--- config.mk ---
export PLATFORM = sky130hd
export DESIGN_NAME = pitch_period_engine
export DESIGN_NICKNAME = d
export VERILOG_FILES = /design/src/rtl/pitch_period_pkg.sv /design/src/rtl/pitch_period_lerp.sv /design/src/rtl/pitch_period_engine.sv
export SDC_FILE = /design/constraint.sdc
export NUM_CORES = 1
export LEC_CHECK = 0
export CAP_MARGIN = 30
export CORE_AREA = 8 8 152 154
export DETAILED_ROUTE_END_ITERATION = 6
export DIE_AREA = 0 0 160 162
export GPL_ROUTABILITY_DRIVEN = 0
export PLACE_DENSITY_LB_ADDON = 0.15
export REMOVE_ABC_BUFFERS = 1
export SYNTH_ARGS = -nofsm -noshare
export SYNTH_HDL_FRONTEND = slang
export SYNTH_SLANG_ARGS = --single-unit
--- constraint.sdc ---
create_clock -name clk -period 14.2 [get_ports clk]
set_clock_uncertainty 0.15 [all_clocks]
set_input_delay 2.84 -clock clk [delete_from_list [all_inputs] [get_ports clk]]
set_output_delay 2.84 -clock clk [all_outputs]
set_load 0.05 [all_outputs]
--- src/rtl/pitch_period_pkg.sv ---
// Shared constants, FSM encoding and fold helpers for the pitch-to-period converter.
package pitch_period_pkg;

   localparam int FRAC_W = 8;
   localparam int K_T2   = 826;
   localparam int K_T3   = 367;

   typedef logic [1:0] state_t;
   localparam state_t ST_IDLE  = 2'd0;
   localparam state_t ST_RUN   = 2'd1;
   localparam state_t ST_DRAIN = 2'd2;

   // Distance of the fraction from the nearest multiple of 256 (0..128).
   function automatic logic [7:0] fold_half(input logic [7:0] frac);
      return frac[7] ? 8'(9'd256 - {1'b0, frac}) : frac;
   endfunction

   // Distance of the low 7 fraction bits from the nearest multiple of 128 (0..64).
   function automatic logic [6:0] fold_quarter(input logic [6:0] f);
      return f[6] ? 7'(8'd128 - {1'b0, f}) : f;
   endfunction

endpackage

--- src/rtl/pitch_period_lerp.sv ---
// Per-channel pitch-to-period arithmetic: products, then sum/subtract, then a
// combinational octave shift that the caller registers as its write stage.
module pitch_period_lerp
   import pitch_period_pkg::*;
#(
   parameter int PITCH_W     = 10,
   parameter int PERIOD_W    = 14,
   parameter int BASE_PERIOD = 9088,
   parameter int CH_W        = 2
) (
   input  logic                clk,
   input  logic                rst,
   input  logic                in_valid,
   input  logic [CH_W-1:0]     in_ch,
   input  logic [PITCH_W-1:0]  in_pitch,
   output logic                out_valid,
   output logic [CH_W-1:0]     out_ch,
   output logic [PERIOD_W-1:0] out_period
);

   localparam int OCT_W  = PITCH_W - FRAC_W;
   localparam int PROD_W = PERIOD_W + FRAC_W + 2;
   localparam logic [PROD_W-1:0] BASE_P = PROD_W'(BASE_PERIOD);

   logic [FRAC_W-1:0]   frac;
   logic                v1_q, v1_d, v2_q, v2_d;
   logic [CH_W-1:0]     ch1_q, ch1_d, ch2_q, ch2_d;
   logic [OCT_W-1:0]    oct1_q, oct1_d, oct2_q, oct2_d;
   logic [PROD_W-1:0]   t1_q, t1_d, t2_q, t2_d, t3_q, t3_d;
   logic [PROD_W-1:0]   sum, quot;
   logic [PERIOD_W-1:0] diff_q, diff_d;

   always_comb begin
      frac   = in_pitch[FRAC_W-1:0];
      v1_d   = in_valid;
      ch1_d  = in_ch;
      oct1_d = in_pitch[PITCH_W-1:FRAC_W];
      t1_d   = PROD_W'(frac) * PROD_W'(BASE_PERIOD / 2);
      t2_d   = PROD_W'(fold_half(frac)) * PROD_W'(K_T2);
      t3_d   = PROD_W'(fold_quarter(frac[6:0])) * PROD_W'(K_T3);
   end

   // Saturate at zero so a non-default base/width combination cannot wrap.
   always_comb begin
      sum    = t1_q + t2_q + t3_q;
      quot   = sum >> FRAC_W;
      v2_d   = v1_q;
      ch2_d  = ch1_q;
      oct2_d = oct1_q;
      diff_d = (quot > BASE_P) ? '0 : PERIOD_W'(BASE_P - quot);
   end

   always_ff @(posedge clk or posedge rst) begin
      if (rst) begin
         v1_q   <= 1'b0;
         v2_q   <= 1'b0;
         ch1_q  <= '0;
         ch2_q  <= '0;
         oct1_q <= '0;
         oct2_q <= '0;
         t1_q   <= '0;
         t2_q   <= '0;
         t3_q   <= '0;
         diff_q <= '0;
      end else begin
         v1_q   <= v1_d;
         v2_q   <= v2_d;
         ch1_q  <= ch1_d;
         ch2_q  <= ch2_d;
         oct1_q <= oct1_d;
         oct2_q <= oct2_d;
         t1_q   <= t1_d;
         t2_q   <= t2_d;
         t3_q   <= t3_d;
         diff_q <= diff_d;
      end
   end

   assign out_valid  = v2_q;
   assign out_ch     = ch2_q;
   assign out_period = diff_q >> oct2_q;

endmodule

--- src/rtl/pitch_period_engine.sv ---
// Multi-channel pitch-to-sample-period engine: snapshot, sequence, register outputs.
// Define PITCH_PERIOD_GLIDE_EN to slew each output toward its target by GLIDE_STEP per pass.
module pitch_period_engine
   import pitch_period_pkg::*;
#(
   parameter int NUM_CH      = 4,
   parameter int PITCH_W     = 10,
   parameter int PERIOD_W    = 14,
   parameter int BASE_PERIOD = 9088,
   parameter int GLIDE_STEP  = 64
) (
   input  logic                              clk,
   input  logic                              rst,
   input  logic                              start,
   input  logic [NUM_CH-1:0][PITCH_W-1:0]    pitch,
   output logic                              busy,
   output logic                              done,
   output logic [NUM_CH-1:0][PERIOD_W-1:0]   sample_period
);

   localparam int CH_W = (NUM_CH > 1) ? $clog2(NUM_CH) : 1;
   localparam logic [CH_W-1:0] LAST_CH = CH_W'(NUM_CH - 1);

   if (GLIDE_STEP < 1 || GLIDE_STEP >= (1 << PERIOD_W)) begin : g_bad_glide_step
      $error("GLIDE_STEP must lie in 1 .. 2**PERIOD_W-1");
   end

   state_t                          state_q, state_d;
   logic [CH_W-1:0]                 cnt_q, cnt_d;
   logic [NUM_CH-1:0][PITCH_W-1:0]  snap_q, snap_d;
   logic [NUM_CH-1:0][PERIOD_W-1:0] period_q, period_d;
   logic                            done_q, done_d;
   logic                            issue_valid;
   logic                            out_valid;
   logic [CH_W-1:0]                 out_ch;
   logic [PERIOD_W-1:0]             out_period, wr_period;

   always_comb begin
      state_d     = state_q;
      cnt_d       = cnt_q;
      snap_d      = snap_q;
      issue_valid = 1'b0;
      case (state_q)
         ST_IDLE: if (start) begin
            snap_d  = pitch;
            cnt_d   = '0;
            state_d = ST_RUN;
         end
         ST_RUN: begin
            issue_valid = 1'b1;
            if (cnt_q == LAST_CH) state_d = ST_DRAIN;
            else                  cnt_d   = CH_W'(cnt_q + 1'b1);
         end
         ST_DRAIN: if (out_valid && out_ch == LAST_CH) state_d = ST_IDLE;
         default: state_d = ST_IDLE;
      endcase
   end

   pitch_period_lerp #(
      .PITCH_W     (PITCH_W),
      .PERIOD_W    (PERIOD_W),
      .BASE_PERIOD (BASE_PERIOD),
      .CH_W        (CH_W)
   ) u_lerp (
      .clk        (clk),
      .rst        (rst),
      .in_valid   (issue_valid),
      .in_ch      (cnt_q),
      .in_pitch   (snap_q[cnt_q]),
      .out_valid  (out_valid),
      .out_ch     (out_ch),
      .out_period (out_period)
   );

`ifdef PITCH_PERIOD_GLIDE_EN
   logic [PERIOD_W:0] cur_x, tgt_x, step_x;
   always_comb begin
      cur_x  = {1'b0, period_q[out_ch]};
      tgt_x  = {1'b0, out_period};
      step_x = (PERIOD_W + 1)'(GLIDE_STEP);
      if (tgt_x > cur_x + step_x)      wr_period = PERIOD_W'(cur_x + step_x);
      else if (tgt_x + step_x < cur_x) wr_period = PERIOD_W'(cur_x - step_x);
      else                             wr_period = out_period;
   end
`else
   assign wr_period = out_period;
`endif

   always_comb begin
      period_d = period_q;
      done_d   = 1'b0;
      if (out_valid) begin
         period_d[out_ch] = wr_period;
         done_d           = (out_ch == LAST_CH);
      end
   end

   always_ff @(posedge clk or posedge rst) begin
      if (rst) begin
         state_q  <= ST_IDLE;
         cnt_q    <= '0;
         snap_q   <= '0;
         period_q <= {NUM_CH{PERIOD_W'(BASE_PERIOD)}};
         done_q   <= 1'b0;
      end else begin
         state_q  <= state_d;
         cnt_q    <= cnt_d;
         snap_q   <= snap_d;
         period_q <= period_d;
         done_q   <= done_d;
      end
   end

   assign busy          = (state_q != ST_IDLE);
   assign done          = done_q;
   assign sample_period = period_q;

endmodule

# Yosys cells after proc, flatten, opt, wreduce, memory -nomap -nowiden

Cells that the tools add are included.

Register bits: 173
Bits of input ports: 43
Output and inout bits: 58

Add/subtract/negate cells: 6
Multipliers: 3
$lt $le $gt $ge: 4
Eq/ne operators: 8
Shifts and indexed selects: 1
Muxes and demuxes: 17
Reduce and logical (&&, ||, !) cells: 8

Operator list:

| cell                                                                               | number |
|---|---|
| 56-bit bitwise mux                                                                 | 1 |
| 14-bit demux with 2-bit select                                                     | 1 |
| 14-bit two-way mux                                                                 | 2 |
| 22-bit by 16-bit adder with 23-bit output                                          | 1 |
| 21-bit by 18-bit adder with 22-bit output                                          | 1 |
| 10-bit binary-select mux with 2-bit select                                         | 1 |
| 8-bit by 9-bit multiplier with 17-bit output (second input constant)               | 1 |
| 16-bit by 14-bit greater-than comparator with 1-bit output (second input constant) | 1 |
| 7-bit by 9-bit multiplier with 16-bit output (second input constant)               | 1 |
| 8-bit by 7-bit multiplier with 15-bit output (second input constant)               | 1 |
| 14-bit by 2-bit >> shifter with 14-bit output                                      | 1 |
| 14-bit subtractor (first input constant)                                           | 1 |
| 10-bit two-way mux                                                                 | 1 |
| 2-bit two-way mux                                                                  | 5 |
| 8-bit two-way mux                                                                  | 1 |
| 2-bit != test (second input constant)                                              | 4 |
| 1-bit by 8-bit subtractor with 8-bit output (first input constant)                 | 1 |
| 7-bit two-way mux                                                                  | 1 |
| 1-bit by 7-bit subtractor with 7-bit output (first input constant)                 | 1 |
| 2-bit equality test (second input constant)                                        | 3 |
| 2-bit by 3-bit < comparator with 1-bit output (second input constant)              | 2 |
| 2-bit case mux with 3 select lines                                                 | 1 |
| 3-bit AND reduction                                                                | 2 |
| 2-bit case mux with 2 select lines                                                 | 1 |
| 8 further kinds                                                                    | 11 |

# Longest topological paths before layout

Depth in word-level cells: 5
Mapped depth: 25
Gate-level depth less buffers: 24

# By module

A second synthesis with hierarchy kept.

Cell total of the unflattened synthesis: 987
Area, all modules: 11637.4 sq um

Modules (own cells, without submodules):

| module              | times used | cells each | area each (sq um) | seq. area each (sq um) |
|---|---|---|---|---|
| pitch_period_lerp   | 1          | 747        | 7533.5            | 1751.7 |
| pitch_period_engine | 1          | 240        | 4103.9            | 2547.4 |

# Worst setup path before layout

OpenSTA, ideal clock, no wires.

Path kind: flip-flop to flip-flop
Start: register cnt_q[0]
End: register u_lerp.t2_q[16]
Library setup time: 123 ps
Arrival: 6005 ps
Data required time: 13927 ps
Path slack: 7922 ps
Cell stages (with the launch flop): 21
Path buffers: 1
Clock period less this slack: 6278 ps
Cell sequence: dfrtp_1 buf_1 mux4_2 inv_1 ha_1 and3_1 ha_1 mux2i_1 fa_1 fa_1 inv_1 fa_1 fa_1 inv_1 ha_1 nor2b_1 o21a_1 o21a_1 o21a_1 o41a_1 xnor2_1

Cells in the longest elaborated chain, start to end: 5

Ends and longest elaborated chain:

| element                                        | line                       | text |
|---|---|---|
| start: declaration                             | pitch_period_engine.sv:29  | `logic [CH_W-1:0] cnt_q, cnt_d;` |
| start signal: assignment                       | pitch_period_engine.sv:107 | `cnt_q <= cnt_d;` |
| 10-bit binary-select mux with 2-bit select *   | pitch_period_engine.sv:69  | `.in_pitch (snap_q[cnt_q]),` |
| 10-bit two-way mux (implied by the code) *     | pitch_period_engine.sv:69  |  |
| 1-bit by 8-bit subtractor with 8-bit output    | pitch_period_pkg.sv:15     | `return frac[7] ? 8'(9'd256 - {1'b0, frac}) : frac;` |
| 8-bit two-way mux *                            | pitch_period_pkg.sv:15     |  |
| 8-bit by 9-bit multiplier with 17-bit output * | pitch_period_lerp.sv:39    | `t2_d = PROD_W'(fold_half(frac)) * PROD_W'(K_T2);` |
| net u_lerp.t2_d[16]                            | pitch_period_lerp.sv:29    | `logic [PROD_W-1:0] t1_q, t1_d, t2_q, t2_d, t3_q, t3_d;` |
| end signal: assignment                         | pitch_period_lerp.sv:73    | `t2_q <= t2_d;` |
| end: declaration                               | pitch_period_lerp.sv:29    |  |

The timed path passes the listed nets; every way through them passes the cells marked *. The select of a mux whose other input is x is not followed.
A chain may end at the register's enable or synchronous reset.

# Worst setup path in the final report

Start: register cnt_q[0]
End: register u_lerp.t2_q[16]

Cells in the longest elaborated chain, start to end: 5

Ends and longest elaborated chain:

| element                                        | line                      | text |
|---|---|---|
| 10-bit binary-select mux with 2-bit select *   | pitch_period_engine.sv:69 |  |
| 10-bit two-way mux (implied by the code) *     | pitch_period_engine.sv:69 |  |
| net u_lerp.in_pitch[0]                         | pitch_period_lerp.sv:15   | `input logic [PITCH_W-1:0] in_pitch,` |
| 1-bit by 8-bit subtractor with 8-bit output    | pitch_period_pkg.sv:15    |  |
| 8-bit two-way mux *                            | pitch_period_pkg.sv:15    |  |
| 8-bit by 9-bit multiplier with 17-bit output * | pitch_period_lerp.sv:39   |  |
| net u_lerp.t2_d[16]                            | pitch_period_lerp.sv:29   |  |

Marked as above.

==> qor.yml <==
worstPathMaxFanout: 13
yosysWarningCount: 0
clock.fmax_ghz: 0.144
rsz0062_at_grt: "false"
synth_edf_count: 0
routed_wl_um: 21600
final_cell_mix: "dfrtp_1 (155), ha_1 (144), inv_1 (124)"
cts_root_buffer: "clkbuf_16"
setup_viol: 0
final_util_pct: 62.8
status: "finished clean"
fin_cells: 1403
grt_pass1_vias: 7685
grt_max_degree: 72
area.sequential_mm2: 0.00430
critical_path_class: "reg -> reg"
post_cts_buffers: 0
crit_family: "adder cells"
path_clk_slew_ns: 0.07
hp-class: "reg -> reg"
min_period_ns: 6.96
portBuffers: 100
worstPathCellList: "mux4_2, inv_1, ha_1, nor2_1, xnor2_1, fa_1, ha_1, inv_1, fa_1, inv_1, fa_1, ha_1, a21oi_1, o21ai_0, a21oi_1, nor2b_1, o21a_1, o21a_1, o21a_1, o41a_1, xnor2_1"
vias_per_cell: 5.17
worst_path_max_delay_cell: "dfrtp_1"
synth_area_mm2: 0.0111
wl_per_cell_um: 15.4
dieHeight_um: 162
grt_pass1_wl_um: 36900
worst_pin_slew_ns: 0.975
antenna_cells: 0
critPathArrivalTime_ns: 7.12
place_hpwl_um: 17300
relSlewSlack_pct: 34.8
period_share_pct: 49.0
clkLatencyLatePin_ns: 0.43
cts_buffer_depth: 2
end_kind: "flop"
final_common_cell: "dfrtp_1"
rows: 53
area_growth_pct: 16.8
cpPeakStageDelay_ns: 0.82
drt-pass1-iter-count: 4
hold_viol: 0
coreArea_mm2: 0.0207
fillers: 1713
grt_overflow_total: 0
multi_input_area_mm2: 0.00628
drt_iter0_drc: 288
synth_cells: 1015
synth_seq_cells: 171
gr-usage-all-layers_pct: 17.4
ys_types: 53
hold_slack_ns: 0.198
avgSynthCellArea_um2: 11.0
antenna_found_initial: 0
drtAntennaViolNets: 0
path_buf_inv: 3
critPathLaunchType: "flop"
die_x_um: 160
ctsResizeCount: 0
cts_tree: "built"
post-route-drc-count: 0
yosysSeqAreaShare_pct: 38.6
place_inst: 1370
drv_slew: 0
fin_tns_setup_ns: 0
start_util_pct: 53.8
crit_required_ns: 14.36
num_vias: 7248
cts_sinks: 171
drv_cap: 0
io_pins: 101
synthArstFlopShare_pct: 100
htree_num_levels: 4
synth_ff_type: "dfrtp_1"
drive_gt1_share_pct: 11.1
cts_buffers: 17
cts_hold_buf: 0
layout.nets: 1355
die-area_mm2: 0.0259
## cells by family after synthesis
logic type / count (synthesis) / synth area share [%]
AO/OA/AOI/OAI: 164 / 9.00
XOR/XNOR: 64 / 5.04
adder cells (fa/ha/maj): 197 / 25.7
buffers and inverters: 148 / 5.01
flip-flops: 171 / 38.6
multiplexers: 78 / 8.75
AND/OR/NAND/NOR: 193 / 7.83
## final timing paths
check	startpoint	to	slack, ns	cells after the start
setup / recovery	cnt_q[0]$_DFFE_PP0P_	u_lerp.t2_q[16]$_DFF_PP0_	7.24	21
hold / removal	u_lerp.oct1_q[0]$_DFF_PP0_	u_lerp.oct2_q[0]$_DFF_PP0_	0.20	0
setup reg to reg	cnt_q[0]$_DFFE_PP0P_	u_lerp.t2_q[16]$_DFF_PP0_	7.24	21
hold reg to reg	u_lerp.oct1_q[0]$_DFF_PP0_	u_lerp.oct2_q[0]$_DFF_PP0_	0.20	0
max in group asynchronous	rst	u_lerp.t1_q[19]$_DFF_PP0_	9.37	4
min in group asynchronous	rst	sample_period[43]$_DFFE_PP0P_	2.63	2
## per-stage QoR
step                worst slack [ns]  cell area, um^2
finish                          7.24            13000
detailed placement              7.24            12400
floorplan                       6.60            11000
global placement                7.39            12400
CTS                             7.21            13000
global route                    6.72            13000
## Yosys cell counts, drive strengths merged, types with 2 or more instances
library cell / instances / area share [%]
a21oi: 25 / 1.1
mux2i: 14 / 1.3
nor2b: 10 / 0.56
a21o: 19 / 1.3
or2: 3 / 0.17
nand3b: 5 / 0.34
nand3: 6 / 0.27
dfrtp: 155 / 35
or3b: 2 / 0.16
mux2: 54 / 5.5
a31oi: 4 / 0.22
o41ai: 4 / 0.31
o21a: 5 / 0.34
fa: 53 / 9.5
xnor2: 47 / 3.7
mux4: 10 / 2.0
clkbuf: 20 / 0.67
ha: 144 / 16
nand2b: 2 / 0.11
o211ai: 3 / 0.20
o221ai: 2 / 0.16
inv: 125 / 4.2
nor2: 46 / 1.6
and2: 5 / 0.28
dfstp: 16 / 3.8
a2111oi: 3 / 0.29
buf: 3 / 0.11
o21ai: 77 / 3.5
a211oi: 3 / 0.20
xor2: 17 / 1.3
nor3: 15 / 0.67
o31ai: 2 / 0.13
o21bai: 7 / 0.47
and3: 4 / 0.22
nand2: 90 / 3.0
## cell type report
| class | count | share of cell area [%] |
|---|---|---|
| multi-input cells | 696 | 48.3 |
| well taps | 275 | 2.65 |
| flip-flops and latches | 171 | 33.1 |
| clock inverters | 12 | 0.857 |
| repair buffers | 104 | 8.09 |
| clock buffers | 20 | 3.36 |
| inverters | 125 | 3.65 |
## registers in the layout (all words and copies together), names as in the netlist
register and count:
u_lerp.out_ch 2, u_lerp.v1_q 1, u_lerp.oct1_q 2, u_lerp.t3_q 15
cnt_q 2, u_lerp.t2_q 16, state_q 2, sample_period 56
snap_q 40, u_lerp.diff_q 14, u_lerp.t1_q 15, u_lerp.oct2_q 2
done 1, u_lerp.ch1_q 2, u_lerp.out_valid 1
## metal layers
| metal | up-vias | part of all wire, % | GRT usage (%) |
|---|---|---|---|
| met5 | - | 0 | 0 |
| met4 | 0 | 1.7 | 6.12 |
| met3 | 31 | 3.7 | 3.06 |
| met2 | 133 | 49 | 30.3 |
| met1 | 3455 | 45 | 21.6 |
| li1 | 3629 | - | - |
Power is not shown: default switching activity piles up to over one toggle a cycle in this logic, so the estimate is an artifact.
